[src/rtl/cpu_trace_streamer.sv]
// cpu_trace_streamer
// Counts CPU cycles, load-use stalls and IF/ID flushes. On request, it streams a snapshot
// (header, register file, first data-memory words) over a valid/ready word interface.
//
// Ports:
//   clk_i          clock, rising edge
//   start_i        asynchronous active-low reset; the block runs while high
//   stall_i        one-cycle stall event
//   flush_i        one-cycle flush event
//   pc_i           current PC
//   snap_req_i     snapshot request, level-sampled while idle
//   busy_o         snapshot in progress
//   reg_addr_o     register-file read address
//   reg_data_i     register-file read data (combinational from reg_addr_o)
//   dmem_addr_o    data-memory byte read address, word-aligned
//   dmem_data_i    data-memory read data (combinational from dmem_addr_o)
//   trace_data_o   stream word
//   trace_valid_o  stream word valid
//   trace_ready_i  receiver ready
//   trace_last_o   final word of the snapshot
//
// Optional build macro TRACE_CHECKSUM_EN: appends an XOR-of-all-words trailer word.

`timescale 1ns/1ps

module cpu_trace_streamer #(
  parameter int unsigned NUM_REGS      = 32,
  parameter int unsigned NUM_MEM_WORDS = 8,
  parameter int unsigned DMEM_AW       = 5,
  parameter int unsigned CNT_W         = 32
) (
  input  logic               clk_i,
  input  logic               start_i,
  input  logic               stall_i,
  input  logic               flush_i,
  input  logic [31:0]        pc_i,
  input  logic               snap_req_i,
  output logic               busy_o,
  output logic [4:0]         reg_addr_o,
  input  logic [31:0]        reg_data_i,
  output logic [DMEM_AW-1:0] dmem_addr_o,
  input  logic [31:0]        dmem_data_i,
  output logic [31:0]        trace_data_o,
  output logic               trace_valid_o,
  input  logic               trace_ready_i,
  output logic               trace_last_o
);

  typedef enum logic [2:0] {StIdle, StHdr, StRegs, StMem, StCsum, StLast} state_e;

  logic [CNT_W-1:0] cycle_cnt_q, stall_cnt_q, flush_cnt_q;
  logic [CNT_W-1:0] hdr_stall_q, hdr_flush_q;
  logic [31:0]      hdr_pc_q;
  logic [31:0]      csum_q;
  logic [31:0]      data_q;
  logic             valid_q, last_q, busy_q;
  logic [15:0]      sub_q;    // index of the next word to load within the current section
  state_e           state_q;
  logic [31:0]      word;
  logic             load;

  // Saturating event counters; they keep running during a snapshot.
  always_ff @(posedge clk_i or negedge start_i) begin
    if (!start_i) begin
      cycle_cnt_q <= '0;
      stall_cnt_q <= '0;
      flush_cnt_q <= '0;
    end else begin
      if (cycle_cnt_q != '1)            cycle_cnt_q <= cycle_cnt_q + CNT_W'(1);
      if (stall_i && stall_cnt_q != '1) stall_cnt_q <= stall_cnt_q + CNT_W'(1);
      if (flush_i && flush_cnt_q != '1) flush_cnt_q <= flush_cnt_q + CNT_W'(1);
    end
  end

  // Read ports follow the pending index so the word is ready on the load edge.
  assign reg_addr_o  = (state_q == StRegs) ? 5'(sub_q) : 5'd0;
  assign dmem_addr_o = (state_q == StMem) ? DMEM_AW'({sub_q, 2'b00}) : '0;

  assign load = !valid_q || trace_ready_i;

  // Next word to load. In idle this is header word 0, loaded on the acceptance edge.
  always_comb begin
    word = '0;
    unique case (state_q)
      StIdle: word = 32'(cycle_cnt_q);
      StHdr: begin
        unique case (sub_q[1:0])
          2'd1:    word = 32'(hdr_stall_q);
          2'd2:    word = 32'(hdr_flush_q);
          default: word = hdr_pc_q;
        endcase
      end
      StRegs:  word = reg_data_i;
      StMem:   word = dmem_data_i;
      StCsum:  word = csum_q;
      default: word = '0;
    endcase
  end

  always_ff @(posedge clk_i or negedge start_i) begin
    if (!start_i) begin
      state_q     <= StIdle;
      sub_q       <= '0;
      busy_q      <= 1'b0;
      valid_q     <= 1'b0;
      last_q      <= 1'b0;
      data_q      <= '0;
      csum_q      <= '0;
      hdr_stall_q <= '0;
      hdr_flush_q <= '0;
      hdr_pc_q    <= '0;
    end else begin
      unique case (state_q)
        StIdle: begin
          if (snap_req_i) begin
            hdr_stall_q <= stall_cnt_q;
            hdr_flush_q <= flush_cnt_q;
            hdr_pc_q    <= pc_i;
            data_q      <= word;
            csum_q      <= word;
            valid_q     <= 1'b1;
            busy_q      <= 1'b1;
            sub_q       <= 16'd1;
            state_q     <= StHdr;
          end
        end
        StHdr, StRegs, StMem, StCsum: begin
          if (load) begin
            data_q  <= word;
            csum_q  <= csum_q ^ word;
            valid_q <= 1'b1;
            sub_q   <= sub_q + 16'd1;
            unique case (state_q)
              StHdr: begin
                if (sub_q == 16'd3) begin
                  sub_q   <= '0;
                  state_q <= StRegs;
                end
              end
              StRegs: begin
                if (sub_q == 16'(NUM_REGS - 1)) begin
                  sub_q   <= '0;
                  state_q <= StMem;
                end
              end
              StMem: begin
                if (sub_q == 16'(NUM_MEM_WORDS - 1)) begin
                  sub_q <= '0;
`ifdef TRACE_CHECKSUM_EN
                  state_q <= StCsum;
`else
                  state_q <= StLast;
                  last_q  <= 1'b1;
`endif
                end
              end
              default: begin
                state_q <= StLast;
                last_q  <= 1'b1;
              end
            endcase
          end
        end
        StLast: begin
          if (valid_q && trace_ready_i) begin
            valid_q <= 1'b0;
            last_q  <= 1'b0;
            busy_q  <= 1'b0;
            state_q <= StIdle;
          end
        end
        default: state_q <= StIdle;
      endcase
    end
  end

  assign busy_o        = busy_q;
  assign trace_data_o  = data_q;
  assign trace_valid_o = valid_q;
  assign trace_last_o  = last_q;

endmodule

[config.mk]
export PLATFORM = sky130hd
export DESIGN_NAME = cpu_trace_streamer
export DESIGN_NICKNAME = d
export VERILOG_FILES = /design/src/rtl/cpu_trace_streamer.sv
export SDC_FILE = /design/constraint.sdc
export NUM_CORES = 1
export LEC_CHECK = 0
export ABC_AREA = 1
export BUFFER_PORTS_ARGS = -buffer_cell sky130_fd_sc_hd__buf_2
export CORE_ASPECT_RATIO = 1.5
export CORE_MARGIN = 2
export CORE_UTILIZATION = 45
export CTS_CLUSTER_SIZE = 30
export DETAILED_ROUTE_END_ITERATION = 10
export GPL_ROUTABILITY_DRIVEN = 0
export PLACE_DENSITY_LB_ADDON = 0.15
export SYNTH_ARGS = -nofsm -noshare
export SYNTH_HDL_FRONTEND = slang
export SYNTH_SLANG_ARGS = --single-unit
[constraint.sdc]
create_clock -name clk_i -period 3.67 [get_ports clk_i]
set_input_delay 1.101 -clock clk_i [delete_from_list [all_inputs] [get_ports clk_i]]
set_output_delay 1.101 -clock clk_i [all_outputs]
set_load 0.02 [all_outputs]
==> insert_results.sql <==
INSERT INTO impl_metrics (metric_group, metric, value, unit) VALUES
('pwr', 'leakage', '8.57', 'nW'),
('clock_network', 'cts.repair_timing.setup_buffer_count', '0', ''),
('die', 'floorplan.initialDensity', '0.454', ''),
('timing', 'timing.slew.headroom', '0.353', ''),
('setup_path', 'crit_type', 'reg -> out', ''),
('logic_synthesis', 'synth-seq-cells', '278', ''),
('finish', 'instances_no_fill', '2668', ''),
('clock_network', 'cts_num_sinks', '278', ''),
('global_routing', 'grt_max_degree', '81', ''),
('global_routing', 'grt_first_pass_wirelength', '72.9', 'mm'),
('place', 'place.detailed.instances', '2617', ''),
('drt', 'routed_wl_per_cell', '17.1', 'um'),
('place', 'dp_hpwl', '34.0', 'mm'),
('pwr', 'power.density_cell_area', '702', 'nW/um2'),
('logic_synthesis', 'yosys_warn_count', '0', ''),
('drt', 'vias', '14017', ''),
('hold_path', 'worst_hold_path.endpoint', 'trace_data_o[19]$_DFFE_PN0P_', ''),
('setup_path', 'crit-reg2reg-launch', 'state_q[0]$_DFFE_PN0P_', ''),
('finish', 'finalNetCount', '2335', ''),
('timing', 'timing_max_transition_violations_final', '0', ''),
('clock_network', 'cts-root-to-sink-buffers', '3', ''),
('setup_path', 'r2r_cells', '9', ''),
('finish', 'insertedDiodeCount', '0', ''),
('global_routing', 'via_count_of_the_first_global_routing_pass', '13993', ''),
('setup_path', 'critical_path_source_type', 'register', ''),
('timing', 'rsz0062_at_grt', 'false', ''),
('setup_path', 'critPathRequiredTime', '2570', 'ps'),
('clock_network', 'numCtsBuffers', '28', ''),
('drt', 'drcViolationCount', '0', ''),
('logic_synthesis', 'ys_async_sr_fraction', '1.00', ''),
('drt', 'final_antenna_net_count', '0', ''),
('finish', 'synthToLayoutAreaGrowth', '14.0', '%'),
('setup_path', 'worstPathArrival', '1920', 'ps'),
('finish', 'layout.cells.most_common', 'nand2_1', ''),
('hold_path', 'worstHoldPathType', 'reg -> reg', ''),
('timing', 'tightestPinTransition', '968', 'ps'),
('drt', 'number_of_iterations_in_the_first_detailed_routing_pass', '5', ''),
('clock_network', 'cts_root_buf', 'clkbuf_16', ''),
('global_routing', 'globalRoute.totalOverflow', '0', ''),
('logic_synthesis', 'post_synthesis_instance_area', '15200', 'um2'),
('logic_synthesis', 'syn-mean-instance-area', '7.19', 'um2'),
('timing', 'skew', '23.8', 'ps'),
('place', 'portBuffers', '144', ''),
('logic_synthesis', 'count_of_unique_library_cells_instantiated_by_yosys', '40', ''),
('finish', 'post_route_cells_drive_above_1_share', '0.113', ''),
('logic_synthesis', 'synth_enable_flop_cells', '0', ''),
('die', 'ports_placed_on_the_boundary', '147', ''),
('logic_synthesis', 'postSynthCellCount', '2108', ''),
('setup_path', 'timing.reg2reg.setup_slack', '1130', 'ps'),
('job', 'cap_viol_max_count', '0', ''),
('timing', 'final_period_minus_worst_setup_slack', '3020', 'ps'),
('logic_synthesis', 'synth-seq-area-share', '0.459', ''),
('die', 'dieWidth', '154', 'um'),
('hold_path', 'hold_path_depth', '2', ''),
('hold_path', 'worstHoldStart', 'trace_data_o[19]$_DFFE_PN0P_', ''),
('logic_synthesis', 'ys_dominant_reg_cell', 'dfrtp_1', ''),
('clock_network', 'tritoncts', 'yes', ''),
('global_routing', 'grt_usage', '0.260', ''),
('timing', 'fmaxAchievable', '331', 'MHz'),
('drt', 'detail_route.vias_per_cell', '5.25', ''),
('clock_network', 'worst_setup_hold_path_clk_slew', '70', 'ps'),
('die', 'floorplan.core_area', '33300', 'um2'),
('global_routing', 'initial_antenna_violation_count', '0', ''),
('clock_network', 'post_cts_resize_count', '0', ''),
('drt', 'detailedRoute.firstIterationViolations', '822', ''),
('drt', 'wl', '45.6', 'mm'),
('timing', 'report.final.setup_viol', '0', ''),
('die', 'die_outline_height', '229', 'um'),
('die', 'total_die_area', '35200', 'um2'),
('clock_network', 'post_cts_hold_buffer_count', '0', ''),
('finish', 'mostFrequentLayoutCells', 'nand2_1, dfrtp_1, inv_1', ''),
('timing', 'min_period_over_period', '0.824', ''),
('die', 'row_count', '82', ''),
('timing', 'tns', '0', 'ps'),
('pwr', 'max-vdd-ir-drop', '0.000363', 'V'),
('pwr', 'sum_of_internal_switching_and_leakage_power', '12.1', 'mW'),
('setup_path', 'largest_fanout_of_any_net_on_the_critical_path', '7', ''),
('clock_network', 'clkLatencyLatePin', '570', 'ps'),
('clock_network', 'htree_levels', '1', ''),
('setup_path', 'timing.critical_path.to_type', 'output pin', ''),
('outcome', 'outcome', 'completed', ''),
('timing', 'finalHoldViolations', '0', ''),
('setup_path', 'timing.rr.end', 'csum_q[20]$_DFFE_PN0P_', '');
==> worst max path at each step <==
stage,slack (ps),from,end,depth (start not counted)
2_1_floorplan,1160,state_q[2]$_DFFE_PN0P_,reg_addr_o[0],6
3_3_place_gp,1190,snap_req_i,sub_q[5]$_DFFE_PN0P_,9
3_5_place_dp,1140,snap_req_i,csum_q[20]$_DFFE_PN0P_,9
4_1_cts,640,state_q[2]$_DFFE_PN0P_,reg_addr_o[0],6
5_1_grt,570,state_q[2]$_DFFE_PN0P_,reg_addr_o[0],6
6_report,650,state_q[2]$_DFFE_PN0P_,reg_addr_o[0],6
==> per-stage QoR <==
| stage | utilization | hold WS, ps | instance area (um2) | setup slack, ps |
|---|---|---|---|---|
| 6_report | 0.518 | 476 | 17300 | 646 |
| 5_1_grt | 0.518 | 488 | 17300 | 569 |
| 3_5_place_dp | 0.488 | 461 | 16300 | 1140 |
| 2_1_floorplan | - | 443 | 15200 | 1160 |
| 4_1_cts | 0.518 | 478 | 17300 | 638 |
| 3_3_place_gp | 0.488 | 459 | 16300 | 1190 |
==> synth_stat cells, types with 3 or more instances <==
cell,count,area share
a21oi_1,75,0.025
or2_2,6,0.0025
xnor2_1,6,0.0035
nand3b_1,3,0.0015
a22o_1,17,0.0098
inv_1,196,0.049
o21ai_1,15,0.0050
mux2_2,10,0.0074
o21ai_0,152,0.050
buf_1,3,0.00074
nor3_1,47,0.016
buf_4,7,0.0035
nor2_1,172,0.043
o211ai_1,10,0.0050
nor2_2,6,0.0025
nand2_2,4,0.0017
nand2_1,780,0.19
o22ai_1,3,0.0012
xor2_1,44,0.025
dfrtp_1,278,0.46
inv_2,5,0.0012
nand4_1,22,0.0091
clkbuf_1,28,0.0069
nand3_1,158,0.052
ha_1,6,0.0050
buf_2,38,0.013
==> logic make-up after synthesis <==
logic type               share of synthesized area
buffers and inverters                       0.0755
XOR/XNOR                                    0.0289
multiplexers                               0.00743
AO/OA/AOI/OAI                               0.0986
other                                     0.000247
flip-flops                                   0.459
adder cells (fa/ha/maj)                    0.00495
AND/OR/NAND/NOR                              0.325
==> state kept, by name, indices dropped and copies added, names as in the netlist <==
signal and cells:
cycle_cnt_q 32, busy_o 1, trace_data_o 32, flush_cnt_q 32, trace_valid_o 1, sub_q 16
hdr_pc_q 32, csum_q 32, trace_last_o 1, state_q 3, stall_cnt_q 32, hdr_flush_q 32
hdr_stall_q 32
==> worst max-delay path, stage by stage, from the launching register on <==
cell     delay, ps
dfrtp_1        430
inv_2          120
nand2_1        120
nor2_2         130
inv_1          130
nor2_1         220
buf_2          210
==> power by group <==
part,switching [mW],internal (mW)
Combinational,3.21,1.43
Sequential,0.485,3.86
Clock,1.31,1.84
==> routing by layer <==
metal | track usage | vias up | share of wire
met5 | 0 | - | 0
met4 | 0.101 | 0 | 0.038
met3 | 0.0205 | 106 | 0.038
met2 | 0.492 | 342 | 0.53
met1 | 0.304 | 6606 | 0.39
li1 | - | 6963 | -
==> final cells by class <==
class	count	area, um2
fill	3299	16100
multi-input combinational	1550	7070
sequential	278	6960
timing repair buffer	167	966
clock buffer	37	806
inverter	202	758
tap	420	526
clock inverter	14	200
No activity file was read; power rests on OpenSTA's default activity.
